--- src/rtl/lsu_split_gpio.sv ---
// -----------------------------------------------------------------------------
// lsu_split_gpio
//   Load/store unit. It accepts one load or store at a time over a valid/ready
//   handshake, drives a synchronous byte-enabled data RAM and a small
//   memory-mapped GPIO block, and returns a response that is held until it is
//   accepted.
//   A RAM access that crosses a word boundary is split into two RAM beats when
//   ALLOW_MISALIGNED is nonzero. Otherwise it returns an error.
//   Unmapped or illegal accesses return resp_err with no side effects.
//
// Ports
//   clk, reset_n            clock (rising edge), asynchronous active-low reset
//   req_valid/req_ready     request handshake (req_ready high only when idle)
//   req_we, req_funct3      store flag, access size/sign (000 B, 001 H, 010 W,
//                           100 BU, 101 HU)
//   req_addr, req_wdata     byte address, right-aligned store data
//   resp_valid/resp_ready   response handshake
//   resp_rdata, resp_err    extended load data (0 for stores/errors), error flag
//   mem_en/we/be/waddr/wdata  RAM request, active only in the beat states
//   mem_rdata               RAM read data, valid the cycle after a read beat
//   gpio_out                output registers, channel 0 in the LSBs
//   gpio_in                 asynchronous inputs, channel 0 in the LSBs
// -----------------------------------------------------------------------------
module lsu_split_gpio #(
    parameter int unsigned ADDR_WIDTH       = 12,
    parameter int unsigned MEM_BYTES        = 4096,
    parameter int unsigned GPIO_BASE        = 'hEF0,
    parameter int unsigned NUM_GPIO_OUT     = 2,
    parameter int unsigned NUM_GPIO_IN      = 2,
    parameter int unsigned ALLOW_MISALIGNED = 1
) (
    input  logic                      clk,
    input  logic                      reset_n,
    input  logic                      req_valid,
    output logic                      req_ready,
    input  logic                      req_we,
    input  logic [2:0]                req_funct3,
    input  logic [ADDR_WIDTH-1:0]     req_addr,
    input  logic [31:0]               req_wdata,
    output logic                      resp_valid,
    input  logic                      resp_ready,
    output logic [31:0]               resp_rdata,
    output logic                      resp_err,
    output logic                      mem_en,
    output logic                      mem_we,
    output logic [3:0]                mem_be,
    output logic [ADDR_WIDTH-3:0]     mem_waddr,
    output logic [31:0]               mem_wdata,
    input  logic [31:0]               mem_rdata,
    output logic [32*NUM_GPIO_OUT-1:0] gpio_out,
    input  logic [32*NUM_GPIO_IN-1:0]  gpio_in
);

    localparam int unsigned GPIO_CH = NUM_GPIO_OUT + NUM_GPIO_IN;

    typedef enum logic [2:0] {
        S_IDLE,
        S_DECODE,
        S_BEAT0,
        S_BEAT1,
        S_RDWAIT,
        S_RESP
    } state_t;

    state_t state_reg, state_next;

    // Captured request
    logic                  we_reg;
    logic [2:0]            funct3_reg;
    logic [ADDR_WIDTH-1:0] addr_reg;
    logic [31:0]           wdata_reg;

    // Response and load assembly
    logic [31:0] rdata0_reg;
    logic [31:0] resp_rdata_reg;
    logic        resp_err_reg;

    // GPIO state
    logic [NUM_GPIO_OUT-1:0][31:0] out_bank;
    logic [NUM_GPIO_IN-1:0][31:0]  in_sync1_reg;
    logic [NUM_GPIO_IN-1:0][31:0]  in_sync2_reg;

    // Decode signals (derived from the captured request)
    logic [3:0]            size;
    logic [3:0]            mask;
    logic                  f3_legal;
    logic [1:0]            off;
    logic                  crossing;
    logic [31:0]           addr_u;
    logic [31:0]           last_byte;
    logic [31:0]           gpio_idx;
    logic                  in_gpio;
    logic                  in_ram;
    logic                  ram_oob;
    logic                  gpio_err;
    logic                  misaligned_err;
    logic                  dec_err;
    logic                  gpio_store;
    logic [7:0]            lanes;
    logic [63:0]           wdata_sh;
    logic [ADDR_WIDTH-3:0] word0;
    logic [ADDR_WIDTH-3:0] word1;
    logic [31:0]           gpio_rd;
    logic [63:0]           rd_pair;
    logic [31:0]           rd_raw;
    logic [31:0]           load_result;

    // ------------------------------------------------------------------
    // Request classification
    // ------------------------------------------------------------------
    always_comb begin
        size     = 4'd4;
        mask     = 4'b1111;
        f3_legal = 1'b1;
        case (funct3_reg)
            3'b000, 3'b100: begin
                size = 4'd1;
                mask = 4'b0001;
            end
            3'b001, 3'b101: begin
                size = 4'd2;
                mask = 4'b0011;
            end
            3'b010: begin
                size = 4'd4;
                mask = 4'b1111;
            end
            default: f3_legal = 1'b0;
        endcase
    end

    assign off            = addr_reg[1:0];
    assign crossing       = ({2'b00, off} + size) > 4'd4;
    assign addr_u         = 32'(addr_reg);
    assign last_byte      = addr_u + 32'(size) - 32'd1;
    assign in_gpio        = (addr_u >= GPIO_BASE) && (addr_u < GPIO_BASE + 4 * GPIO_CH);
    assign gpio_idx       = (addr_u - GPIO_BASE) >> 2;
    assign in_ram         = addr_u < MEM_BYTES;
    assign ram_oob        = last_byte >= MEM_BYTES;
    assign gpio_err       = (off != 2'd0) || (size != 4'd4);
    assign misaligned_err = crossing && (ALLOW_MISALIGNED == 0);

    // GPIO decode takes priority over RAM, so the RAM checks only apply
    // outside the GPIO window.
    assign dec_err = !f3_legal ||
                     (in_gpio ? gpio_err : (!in_ram || ram_oob || misaligned_err));

    assign gpio_store = (state_reg == S_DECODE) && !dec_err && in_gpio && we_reg;

    // Lane mask and data shifted across a two-word window. The low half
    // belongs to beat 0 and the high half to beat 1.
    assign lanes    = 8'({4'b0000, mask} << off);
    assign wdata_sh = {32'd0, wdata_reg} << {off, 3'b000};
    assign word0    = addr_reg[ADDR_WIDTH-1:2];
    assign word1    = word0 + (ADDR_WIDTH-2)'(1);

    // ------------------------------------------------------------------
    // GPIO read mux
    // ------------------------------------------------------------------
    always_comb begin
        gpio_rd = 32'd0;
        for (int i = 0; i < int'(NUM_GPIO_OUT); i++) begin
            if (gpio_idx == 32'(i)) gpio_rd = out_bank[i];
        end
        for (int j = 0; j < int'(NUM_GPIO_IN); j++) begin
            if (gpio_idx == 32'(int'(NUM_GPIO_OUT) + j)) gpio_rd = in_sync2_reg[j];
        end
    end

    // ------------------------------------------------------------------
    // Load data assembly. In RDWAIT, mem_rdata holds the last beat. For a
    // split load, beat 0 was already captured in rdata0_reg.
    // ------------------------------------------------------------------
    assign rd_pair = crossing ? {mem_rdata, rdata0_reg} : {32'd0, mem_rdata};
    assign rd_raw  = 32'(rd_pair >> {off, 3'b000});

    always_comb begin
        load_result = rd_raw;
        case (funct3_reg)
            3'b000:  load_result = {{24{rd_raw[7]}}, rd_raw[7:0]};
            3'b001:  load_result = {{16{rd_raw[15]}}, rd_raw[15:0]};
            3'b100:  load_result = {24'd0, rd_raw[7:0]};
            3'b101:  load_result = {16'd0, rd_raw[15:0]};
            default: load_result = rd_raw;
        endcase
    end

    // ------------------------------------------------------------------
    // FSM: state register
    // ------------------------------------------------------------------
    always_ff @(posedge clk or negedge reset_n) begin
        if (!reset_n) begin
            state_reg <= S_IDLE;
        end else begin
            state_reg <= state_next;
        end
    end

    // ------------------------------------------------------------------
    // FSM: next state and outputs
    // ------------------------------------------------------------------
    always_comb begin
        state_next = state_reg;
        req_ready  = 1'b0;
        resp_valid = 1'b0;
        mem_en     = 1'b0;
        mem_we     = 1'b0;
        mem_be     = 4'b0000;
        mem_waddr  = word0;
        mem_wdata  = 32'd0;
        case (state_reg)
            S_IDLE: begin
                req_ready = 1'b1;
                if (req_valid) state_next = S_DECODE;
            end
            S_DECODE: begin
                // Errors and GPIO accesses complete without touching RAM.
                if (dec_err || in_gpio) state_next = S_RESP;
                else                    state_next = S_BEAT0;
            end
            S_BEAT0: begin
                mem_en    = 1'b1;
                mem_we    = we_reg;
                mem_be    = lanes[3:0];
                mem_waddr = word0;
                mem_wdata = wdata_sh[31:0];
                if (crossing)    state_next = S_BEAT1;
                else if (we_reg) state_next = S_RESP;
                else             state_next = S_RDWAIT;
            end
            S_BEAT1: begin
                mem_en    = 1'b1;
                mem_we    = we_reg;
                mem_be    = lanes[7:4];
                mem_waddr = word1;
                mem_wdata = wdata_sh[63:32];
                if (we_reg) state_next = S_RESP;
                else        state_next = S_RDWAIT;
            end
            S_RDWAIT: begin
                state_next = S_RESP;
            end
            S_RESP: begin
                resp_valid = 1'b1;
                if (resp_ready) state_next = S_IDLE;
            end
            default: state_next = S_IDLE;
        endcase
    end

    // ------------------------------------------------------------------
    // Request capture and response data
    // ------------------------------------------------------------------
    always_ff @(posedge clk or negedge reset_n) begin
        if (!reset_n) begin
            we_reg         <= 1'b0;
            funct3_reg     <= 3'd0;
            addr_reg       <= '0;
            wdata_reg      <= 32'd0;
            rdata0_reg     <= 32'd0;
            resp_rdata_reg <= 32'd0;
            resp_err_reg   <= 1'b0;
        end else begin
            case (state_reg)
                S_IDLE: begin
                    if (req_valid) begin
                        we_reg     <= req_we;
                        funct3_reg <= req_funct3;
                        addr_reg   <= req_addr;
                        wdata_reg  <= req_wdata;
                    end
                end
                S_DECODE: begin
                    resp_err_reg   <= dec_err;
                    resp_rdata_reg <= (!dec_err && in_gpio && !we_reg) ? gpio_rd : 32'd0;
                end
                S_BEAT1: begin
                    // Beat-0 read data is on mem_rdata during beat 1.
                    if (!we_reg) rdata0_reg <= mem_rdata;
                end
                S_RDWAIT: begin
                    resp_rdata_reg <= load_result;
                end
                default: ;
            endcase
        end
    end

    assign resp_rdata = resp_rdata_reg;
    assign resp_err   = resp_err_reg;

    // ------------------------------------------------------------------
    // GPIO output registers. They are written at the edge that leaves DECODE.
    // ------------------------------------------------------------------
    for (genvar gi = 0; gi < int'(NUM_GPIO_OUT); gi++) begin : g_gpio_out
        logic [31:0] chan_reg;

        always_ff @(posedge clk or negedge reset_n) begin
            if (!reset_n) begin
                chan_reg <= 32'd0;
            end else if (gpio_store && (gpio_idx == 32'(gi))) begin
                chan_reg <= wdata_reg;
            end
        end

        assign out_bank[gi] = chan_reg;
    end

    assign gpio_out = out_bank;

    // ------------------------------------------------------------------
    // Two-flop synchronisers for the asynchronous GPIO inputs
    // ------------------------------------------------------------------
    always_ff @(posedge clk or negedge reset_n) begin
        if (!reset_n) begin
            in_sync1_reg <= '0;
            in_sync2_reg <= '0;
        end else begin
            in_sync1_reg <= gpio_in;
            in_sync2_reg <= in_sync1_reg;
        end
    end

endmodule

--- config.mk ---
export PLATFORM = sky130hd
export DESIGN_NAME = lsu_split_gpio
export DESIGN_NICKNAME = d
export VERILOG_FILES = /design/src/rtl/lsu_split_gpio.sv
export SDC_FILE = /design/constraint.sdc
export NUM_CORES = 1
export LEC_CHECK = 0
export ABC_AREA = 1
export ABC_CLOCK_PERIOD_IN_PS = 6500
export CORE_UTILIZATION = 58
export CTS_BUF_LIST = sky130_fd_sc_hd__clkbuf_4 sky130_fd_sc_hd__clkbuf_8
export CTS_CLUSTER_DIAMETER = 120
export DETAILED_ROUTE_END_ITERATION = 6
export PLACE_DENSITY = 0.88
export SLEW_MARGIN = 20
export SYNTH_ARGS = -nofsm -noshare
export SYNTH_HDL_FRONTEND = slang
export SYNTH_SLANG_ARGS = --single-unit
--- constraint.sdc ---
create_clock -name clk -period 6.5 [get_ports clk]
set_input_delay 0.65 -clock clk [delete_from_list [all_inputs] [get_ports clk]]
set_output_delay 0.65 -clock clk [all_outputs]
set_load 0.02 [all_outputs]
# Word-level counts from Yosys, hierarchy flattened
# Cells that the tools add are included.
totals:
  latch_bits: 0
  ram_bits: 0
  reg_bits: 308
  memories: 0
  output_inout_bits: 147
  rom_bits: 0
classes:
  div_mod_pow: 0
  n_shift: 3
  eq_ne: 15
  muxes: 25
  n_mul: 0
  bitwise: 1
  n_addsub: 5
  order_cmp: 5
  n_reduce_logical: 28
op_table:
  columns: ["cell", "count"]
  rows:
  - ["$mux W32", 5]
  - ["$pmux W32 S2", 2]
  - ["$pmux W32 S4", 1]
  - ["$mux W64", 1]
  - ["$shl A32 B5 Y64", 1]
  - ["$shr A64 B5 Y32", 1]
  - ["$eq A30 B2 Y1 const B", 2]
  - ["$ge A32 B13 Y1 const B", 1]
  - ["$logic_not A32 Y1", 1]
  - ["$eq A30 B1 Y1 const B", 1]
  - ["$pmux W3 S6", 1]
  - ["$pmux W4 S2", 2]
  - ["$sub A13 B1 Y14 const B", 1]
  - ["$add A12 B4 Y13", 1]
  - ["$lt A12 B13 Y1 const B", 1]
  - ["$sub A12 B12 Y13 const B", 1]
  - ["$eq A3 B3 Y1 const B", 4]
  - ["$ge A12 B12 Y1 const B", 1]
  - ["$lt A12 B12 Y1 const B", 1]
  - ["$mux W3", 4]
  - ["$add A10 B1 Y10 const B", 1]
  - ["$mux W10", 1]
  - ["$eq A3 B2 Y1 const B", 3]
  - ["$logic_and A1 B1 Y1", 8]
  - ["16 further kinds", 36]

# Longest topological paths before layout
logic_depth:
  depth_word: 14
  ltp_mapped: 20
  ltp_nobuf: 18

# Least setup slack after synthesis
# OpenSTA, ideal clock, no wires.
synth_path:
  path_kind: "register to register"
  start: "reg addr_reg[1]"
  end: "reg state_reg[0]"
  t_required_ns: 6.384
  setup_time_ns: 0.116
  stages_incl_launch_ff: 19
  synth_period_minus_slack_ns: 2.931
  arrival_ns: 2.815
  slack_ns: 3.569
  cell_sequence: "dfrtp_1 > inv_2 > clkbuf_1 > clkbuf_1 > ha_1 > inv_1 > ha_1 > inv_1 > fa_1 > o21ai_0 > a21oi_1 > nor2_1 > nor2_1 > nor2_1 > nand3_1 > nand2_1 > nand2_1 > nand2_1 > nand2_1"
synth_via:
  elab_chain_len: 9
synth_lines:
  columns: ["element", "line", "text"]
  rows:
  - ["start: declaration", "70", "logic [ADDR_WIDTH-1:0] addr_reg;"]
  - ["start signal: assignment", "269", "addr_reg <= req_addr;"]
  - ["$add A12 B4 Y13", "135", "assign last_byte = addr_u + 32'(size) - 32'd1;"]
  - ["$sub A13 B1 Y14", "135", null]
  - ["$ge A32 B13 Y1", "139", "assign ram_oob = last_byte >= MEM_BYTES;"]
  - ["$logic_or A1 B1 Y1", "146", "(in_gpio ? gpio_err : (!in_ram || ram_oob || misaligned_err));"]
  - ["$mux W1", "146", null]
  - ["$logic_or A1 B1 Y1", "145", "assign dec_err = !f3_legal ||"]
  - ["$logic_or A1 B1 Y1", "218", "if (dec_err || in_gpio) state_next = S_RESP;"]
  - ["$mux W3", "218", null]
  - ["$pmux W3 S6 (*)", "211", "case (state_reg)"]
  - ["end signal: assignment", "195", "state_reg <= state_next;"]
  - ["end: declaration", "65", "state_t state_reg, state_next;"]
# Every way passes the cells marked *; elsewhere a longest branch is shown, timed or not.
# A chain may end at the register's enable or synchronous reset.

# Worst setup path after layout
layout_path:
  start: "reg state_reg[2]"
  end: "out mem_wdata[15]"
layout_via:
  elab_chain_len: 2
layout_lines:
  columns: ["element", "line", "text"]
  rows:
  - ["$eq A3 B2 Y1", "211", null]
  - ["$pmux W32 S2 (*)", "211", null]
  - ["end: declaration", "48", "output logic [31:0] mem_wdata,"]
# Marked as above.

==> reports/qor.csv <==
metric,value,unit
ant_nets,0,
endpoint_kind,output port,
crit_arrival,4.51,ns
grt_pass1_vias,13900,
grt_first_pass_wirelength,78100,um
slowest_delay,0.97,ns
fin_nets,2253,
firstDrtPassIters,5,
worst_slew_pin_slew,1.19,ns
hold_buffers,0,
timing.hold.ws,0.129,ns
synth-seq-cells,308,
drc,0,
startpoint_type,flip-flop,
cts_setup_buffers,0,
via_per_inst,5.86,
tns,0,ns
io_buffer_count,294,
cts_sinks,308,
slew_viol_final,0,
hold_path.class,in -> async,
seq_area_frac_synth,52.2,%
crit_slowest_cell,nor2_1,
final_cell_mix,"545 x nand2_1, 307 x dfrtp_1, 293 x clkdlybuf4s50_1, 202 x nand3_1, 151 x inv_1",
clock_path_buffers,3,
cts_resized,0,
fin_ws,1.34,ns
floorplan.rows,58,
crit_fanout,15,
dr.first_iter.drc_count,1560,
htreeDepth,2,
grtUsageTotal,39.5,%
cp_cell_sequence,"nor2_1, inv_1, nor2_1, inv_1, nor2_1, inv_1, o21ai_0, clkdlybuf4s50_1",
async_flop_share,100,%
setup_violations,0,
ys_types,39,
post-route-period-util,79.4,%
dieArea,0.0261,mm2
synth_edf_count,0,
syn-mean-instance-area,8.17,um2
core,0.0251,mm2
reg2regPathDepth,14,
die_w,162,um
p_per_area,417,mW/mm2
crit_type,reg -> out,
area_growth_syn_to_layout,27.9,%
synthFlopType,dfrtp_1,
antenna_found_initial,0,
wirelength,51100,um
place_ws,2.13,ns
diodes,0,
cp.required,5.85,ns
synthCells,1809,
wl_per_cell,20.9,um
hold_viol,0,
p_leak,9.35,nW
relSlewSlack,20.3,%
vdd_drop_max,0.000467,V
cts_tree,yes,
yosys_warnings,0,
max_freq,194,MHz
numCtsBuffers,50,
io_pins,295,
regToRegStartpoint,funct3_reg[1]$_DFFE_PN0P_,
initial_core_util,58.8,%
fill_cells,1870,
final_common_cell,nand2_1,
synth_nets,1990,
period_minus_slack,5.16,ns
rr_endpoint,resp_rdata[29]$_DFFE_PN0P_,
dp_hpwl,35300,um
overflow,0,
skew,0.0240,ns
path_clk_slew,0.06,ns
status,completed,
utilization,75.3,%
vias,14300,
power.total,7.89,mW
cts-root-buf,clkbuf_8,
rsz0062_at_grt,false,
syn_area,0.0148,mm2
cap_viol_max_count,0,
clock_latency,0.61,ns
r2r_slack,2.07,ns
die_h,162,um
grt_max_degree,120,
gp_congestion,0.921,
drive_above_1_share,7.20,%
## cell type report
class | count | area (um2) | area share, %
flip-flops and latches | 308 | 7710 | 40.8
multi-input cells | 1246 | 6050 | 32.0
repair buffers | 307 | 3050 | 16.1
clock buffers | 79 | 962 | 5.09
inverters | 159 | 597 | 3.16
well taps | 330 | 413 | 2.18
clock inverters | 13 | 128 | 0.675
## cell families (layout without fill, tap and decap cells)
family | after synthesis | after routing | share of synthesized area (%)
simple gates | 888 | 888 | 25.1
flops | 308 | 308 | 52.2
compound gates | 306 | 306 | 11.5
buf+inv | 255 | 558 | 7.06
fa+ha+maj | 33 | 33 | 2.90
mux | 11 | 11 | 0.838
xor+xnor | 8 | 8 | 0.474
## routing by layer
metal,vias to the layer above,part of all wire (%),GRT usage [%]
met5,-,0,0
met4,0,5.9,21.0
met3,155,9.5,7.29
met2,894,46,61.7
met1,6864,39,52.7
li1,6392,-,-
## cells in the mapped netlist (2+ instances only)
cell / count / area share [%]
nand4_1: 6 / 0.25
clkbuf_1: 48 / 1.2
o211ai_1: 22 / 1.1
fa_1: 2 / 0.27
buf_1: 11 / 0.28
buf_6: 4 / 0.30
xor2_1: 8 / 0.47
inv_1: 151 / 3.8
o221ai_1: 8 / 0.47
nand2_2: 7 / 0.30
mux2_2: 11 / 0.84
a211oi_1: 2 / 0.10
o22ai_1: 5 / 0.21
buf_2: 27 / 0.91
a22oi_1: 8 / 0.41
o21ai_0: 91 / 3.1
a21oi_1: 90 / 3.0
nand3_1: 202 / 6.8
a21boi_1: 7 / 0.36
nor2_2: 4 / 0.17
nand2_1: 546 / 14
buf_4: 6 / 0.30
nor3_1: 5 / 0.17
nor2_1: 105 / 2.7
ha_1: 31 / 2.6
nor2_4: 4 / 0.30
a22o_1: 6 / 0.36
o21ai_1: 64 / 2.2
inv_2: 8 / 0.20
or2_0: 2 / 0.085
dfrtp_1: 308 / 52
nand3_2: 3 / 0.20
## power breakdown
group | leakage [nW] | switching [mW] | internal (mW)
logic | 5.07 | 2.33 | 1.17
clock network | 0.590 | 0.821 | 0.997
registers | 3.69 | 0.302 | 2.27
total | 9.35 | 3.46 | 4.43
## stage by stage
| stage | std cells | instance area (um2) |
|---|---|---|
| global placement | 2350 | 17800 |
| finish | 2442 | 18900 |
| global route | 2442 | 18900 |
| CTS | 2442 | 18900 |
| detailed placement | 2350 | 17800 |
| floorplan | 1809 | 14800 |
## worst max path at each step
stage | start | end | slack (ns) | depth (start not counted)
2_1_floorplan | addr_reg[1]$_DFFE_PN0P_ | state_reg[0]$_DFFE_PN0P_ | 3.57 | 18
3_3_place_gp | state_reg[1]$_DFFE_PN0P_ | mem_be[1] | 2.16 | 9
3_5_place_dp | state_reg[2]$_DFFE_PN0P_ | mem_be[1] | 2.13 | 8
4_1_cts | state_reg[2]$_DFFE_PN0P_ | mem_be[1] | 1.50 | 8
5_1_grt | state_reg[1]$_DFFE_PN0P_ | mem_be[1] | 1.24 | 9
6_report | state_reg[2]$_DFFE_PN0P_ | mem_wdata[15] | 1.34 | 8
## worst max-delay path: cells and delay by family (launching register included)
family          cells  cell delay [ns]
compound gates      1             0.32
buf+inv             4             1.29
simple gates        3             1.88
flops               1             0.43
Power figures use the tool's default switching activity.
==> edit 1: new RTL, same settings <==
The parameter `NUM_GPIO_IN` goes from 2 to 4.
--- a/src/rtl/lsu_split_gpio.sv
+++ b/src/rtl/lsu_split_gpio.sv
@@ -26,7 +26,7 @@
     parameter int unsigned MEM_BYTES        = 4096,
     parameter int unsigned GPIO_BASE        = 'hEF0,
     parameter int unsigned NUM_GPIO_OUT     = 2,
-    parameter int unsigned NUM_GPIO_IN      = 2,
+    parameter int unsigned NUM_GPIO_IN      = 4,
     parameter int unsigned ALLOW_MISALIGNED = 1
 ) (
     input  logic                      clk,
Interface: changed (resized gpio_in); port bits go from 295 to 359. The function was not compared with the original's and may differ.
==> edit 1 against the original RTL <==
- wire length increased by 22%
- final area increased by 30%
- count of clock-buffer cells in the layout increased by 35
- synthesized area increased by 30%
- total power increased by 25%
- sequential cell count increased by 128
- worst setup slack improved by 0.48 ns
- largest cell class unchanged
- largest power group unchanged
==> edit 1: results (changes against the original RTL) <==
The multi-input logic cell count is 1464 (+17%), and the synthesized-area fraction occupied by adder cells is 2.42% (-0.47 points). Routed via count: 17300 (+21%). The area used by multi-input combinational logic came out at 0.00699 sq mm (+15%). The run gives 3.87 mW (+11%) as the power drawn by the combinational cells. The maximum fanout encountered on the critical timing path is 39 (+24). The tools report the capturing instance or port of the critical path as resp_rdata[19]. The critical path starts at funct3_reg[1]. The routed wire length was 62600 microns (+22%). The run gives 194 (+62%) as the largest net degree at the start of global routing. The switching part of the total power is 40.6% (-3.3 points), and the worst clock skew is 0.0219 ns (-0.00205 ns).

The combinational share of power came out at 39.1% (-5.3 points). The synthesized netlist cell count is 2220 (+23%), and the synthesized-area fraction occupied by ao, oa, aoi and oai cells is 9.73% (-1.8 points). The cell depth of the worst flop-to-flop path is 15 (+1), and the core footprint is 0.0325 sq mm (+30%). The met2 usage came out at 57.7% (-4.0 points). The logs give 2095 (+34%) for the number of DRC markers in iteration 0 and 51.1% (-1.6 points) for the met1 routing resource usage after global routing. The arrival time reported for the critical path endpoint came out at 5.18 ns (+0.67 ns).

The delay of the slowest cell on the worst path is 0.93 ns (-0.04 ns), and the number of antenna violations at the first check in global routing is 1 (+1). The flow ran to the end, and the final reports show no timing, DRC or antenna violations. Cell total after placement: 2922 (+24%).

The detailed route wirelength on metal2 is 28400 microns (+22%), and the count of state elements after synthesis is 436 (+42%). The post-synthesis share of cell area spent on xor and xnor gates works out to 0.410% (-0.064 points). The fill cell instance count of the final layout was 2313 (+24%); the end-of-flow core utilization was 75.6% (+0.27 points).
edit 1: changes by cell type in the layout (fill, tap and decap cells not counted), moves of 8 or more:
cell	unedited run	this run
sky130_fd_sc_hd__o21ai_0	91	105
sky130_fd_sc_hd__clkbuf_8	59	94
sky130_fd_sc_hd__nor2_1	102	245
sky130_fd_sc_hd__buf_4	13	22
sky130_fd_sc_hd__clkdlybuf4s50_1	293	357
sky130_fd_sc_hd__a21boi_0	1	13
sky130_fd_sc_hd__o221ai_1	8	0
sky130_fd_sc_hd__o21ai_1	64	49
sky130_fd_sc_hd__a21oi_1	90	112
sky130_fd_sc_hd__inv_1	151	187
sky130_fd_sc_hd__dfrtp_1	307	435
sky130_fd_sc_hd__nand3_1	202	236
edit 1: kinds of logic after synthesis:
family                     after synthesis
AOI/OAI and AO/OA                      339
xor gates and xnor gates                 9
muxes                                   10
and+or+nand+nor                       1070
buffers and inverters                  320
DFF                                    436
adders and majority gates               36
==> edit 2: new RTL, config.mk and constraints unchanged <==
Made on the original files. Reset style: synchronous (`reset_n`), changed in 4 clocked blocks. Comments in the files are not updated.
--- a/src/rtl/lsu_split_gpio.sv
+++ b/src/rtl/lsu_split_gpio.sv
@@ -188,7 +188,7 @@
     // ------------------------------------------------------------------
     // FSM: state register
     // ------------------------------------------------------------------
-    always_ff @(posedge clk or negedge reset_n) begin
+    always_ff @(posedge clk) begin
         if (!reset_n) begin
             state_reg <= S_IDLE;
         end else begin
@@ -251,7 +251,7 @@
     // ------------------------------------------------------------------
     // Request capture and response data
     // ------------------------------------------------------------------
-    always_ff @(posedge clk or negedge reset_n) begin
+    always_ff @(posedge clk) begin
         if (!reset_n) begin
             we_reg         <= 1'b0;
             funct3_reg     <= 3'd0;
@@ -295,7 +295,7 @@
     for (genvar gi = 0; gi < int'(NUM_GPIO_OUT); gi++) begin : g_gpio_out
         logic [31:0] chan_reg;
 
-        always_ff @(posedge clk or negedge reset_n) begin
+        always_ff @(posedge clk) begin
             if (!reset_n) begin
                 chan_reg <= 32'd0;
             end else if (gpio_store && (gpio_idx == 32'(gi))) begin
@@ -311,7 +311,7 @@
     // ------------------------------------------------------------------
     // Two-flop synchronisers for the asynchronous GPIO inputs
     // ------------------------------------------------------------------
-    always_ff @(posedge clk or negedge reset_n) begin
+    always_ff @(posedge clk) begin
         if (!reset_n) begin
             in_sync1_reg <= '0;
             in_sync2_reg <= '0;
Formal check against the unedited RTL: differs if reset_n is asserted again (counterexample within 4 cycles, from zero or initial values and one cycle with reset_n low); with reset_n held inactive, the same outputs for 4 cycles.
==> edit 2 against the original RTL <==
- the run now ends with design-rule violations left
- combinational power shrank 37%
- sequential power down 8.6%
- worst setup slack improved by 1.1 ns
- final area up 0.29%
- non-clock buffer count up 3
- hold slack better by 0.28 ns
- sequential cell count stayed put
- critical path depth stayed put
- synthesized area increased by 1.1%
- total power shrank 18%
- utilization down 0.21 points
- wire length grew 6.1%
- clock skew up 0.0027 ns
- largest power group is now registers
==> edit 2: results (changes against the original RTL) <==
The run finished, with violations left. The checks that failed: design-rule violations. The via count of the first global-routing pass came out at 14900 (+7.0%). The post-synthesis share of cell area spent on xor and xnor gates came out at 0.469% (-0.0052 points). The CTS clock-pin slew for the worst setup and hold paths was 0.06 ns (about the same); the detailed-route wire length per cell was 19.3 microns (-7.9%). The maximum fanout encountered on the critical timing path is 13 (-2).

The final antenna diode count came out at 0 (unchanged). The tools report the global router's overall resource usage as 40.1% (+0.54 points). The synthesized-area fraction occupied by adder cells is 3.03% (+0.14 points), and the share of synthesized registers carrying an async set or reset is 0% (-100 points). The net total in the final layout came out at 2627 (+17%).

Final weighted congestion in routability-driven placement: 1.00 (+9.0%). The static leakage is 9.23 nW (-1.3%). The tree is rooted in a sky130_fd_sc_hd__clkbuf_8. The maximum level of the CTS H-tree was 2 (unchanged). For the first-pass GRT wire length, the log shows 81600 microns (+4.6%).

Broken down by cell family, the worst path's largest delay share belongs to buffers and inverters. For the number of buffers inserted by post-CTS setup repair, the log shows 0 (unchanged). In this run the worst hold path is classified as register to register. The tools report the arrival time reported for the critical path endpoint as 3.37 ns (-1.14 ns). The tools report the net count after synthesis as 2397 (+20%). The number of buffers added by the clock tree synthesis step came out at 50 (unchanged). The number of warning messages in the yosys log came out at 0 (unchanged). The post-DP HPWL is 36900 microns (+4.4%).

The largest net degree at the start of global routing is 130 (+8.3%). The logs give 43 (+10%) for the distinct cell type count after synthesis and 0 (unchanged) for the number of antenna violations at the first check in global routing. Count of port buffers added during placement: 294 (unchanged).

The run gives 0 (unchanged) as the count of cells resized by post-cts repair. The cell with the largest stage delay on the worst path is sky130_fd_sc_hd__clkdlybuf4s50_1. Number of DRC markers in iteration 0: 1936 (+24%). The delay of the slowest cell on the worst path came out at 0.69 ns (-0.28 ns). Yosys attributes the largest share of cell area to sky130_fd_sc_hd__dfxtp_1 41%, sky130_fd_sc_hd__nand2_1 14%, sky130_fd_sc_hd__nor2_1 6.6%, sky130_fd_sc_hd__inv_1 6.3%, sky130_fd_sc_hd__nand3_1 6.1%. The fraction of layout instances using a drive strength above 1 was 6.24% (-0.95 points).

The routed via count is 15900 (+11%). The maximum root-to-sink buffer count is 3 (unchanged). The logs give 1 (+1) for the post-route DRC violation count and 26.4% (+6.1 points) for the relative slew slack. The synthesized-area fraction occupied by ao, oa, aoi and oai cells was 14.9% (+3.4 points).

The insertion delay to the later sink of the worst-skew pair was 0.61 ns (about the same); the worst clock skew was 0.0267 ns (+0.00274 ns). The fraction of synthesized area in multiplexers was 0% (-0.84 points). Sorting the synthesized cells by how often they occur yields 565 x sky130_fd_sc_hd__nand2_1, 308 x sky130_fd_sc_hd__dfxtp_1, 263 x sky130_fd_sc_hd__nor2_1, 250 x sky130_fd_sc_hd__inv_1, 183 x sky130_fd_sc_hd__nand3_1. The detailed-router iteration count before antenna repair came out at 7 (+2). The tools report the sequential share of the synthesized area as 41.3% (-11 points). Highest ir drop seen on vdd: 0.390 mV (-16%).
edit 2: path summary, 6_finish.rpt:
| kind | start | to | slack [ns] | cells past startpoint |
|---|---|---|---|---|
| max | state_reg[1] | mem_be[1] | 2.48 | 8 |
| max reg2reg | funct3_reg[1] | resp_rdata[24] | 2.52 | 19 |
| min | in_sync1_reg[61] | in_sync2_reg[61] | 0.41 | 2 |
| min reg2reg | in_sync1_reg[61] | in_sync2_reg[61] | 0.41 | 2 |
edit 2: routing by layer:
| metal | vias up | part of all wire, % | track usage [%] |
|---|---|---|---|
| met1 | 7258 | 40 | 52.8 |
| met3 | 170 | 10 | 7.38 |
| met4 | 0 | 5.2 | 21.5 |
| met5 | - | 0 | 0 |
| li1 | 7471 | - | - |
| met2 | 977 | 44 | 62.2 |
edit 2: area by class of cell:
cell class,count,area (sq um)
clock buffer,78,1010
clock inverter,13,143
multi-input combinational,1508,7160
timing repair buffer,310,3060
fill,1885,6290
tap,330,413
sequential,308,6170
inverter,266,1000
edit 2: tightest hold or removal path, stage by stage, from the launching register on:
cell,delay [ns]
sky130_fd_sc_hd__dfxtp_1,0.30
sky130_fd_sc_hd__nand2_1,0.04
sky130_fd_sc_hd__inv_1,0.04
edit 2: metrics by stage:
step	area [sq um]	instances	total power, mW	hold slack, ns	worst slack, ns
6_report	19000	2813	6.48	0.409	2.48
3_5_place_dp	17800	2722	4.51	0.395	2.62
2_1_floorplan	14900	2214	3.78	0.390	3.63
3_3_place_gp	17800	2722	4.48	0.392	2.77
5_1_grt	19000	2813	6.78	0.428	2.24
4_1_cts	19000	2813	6.40	0.411	2.51
edit 2: power breakdown:
group | switching [mW] | leakage, nW | internal [mW]
Sequential | 0.268 | 2.52 | 2.08
Combinational | 1.46 | 6.10 | 0.754
Clock | 0.835 | 0.605 | 1.08
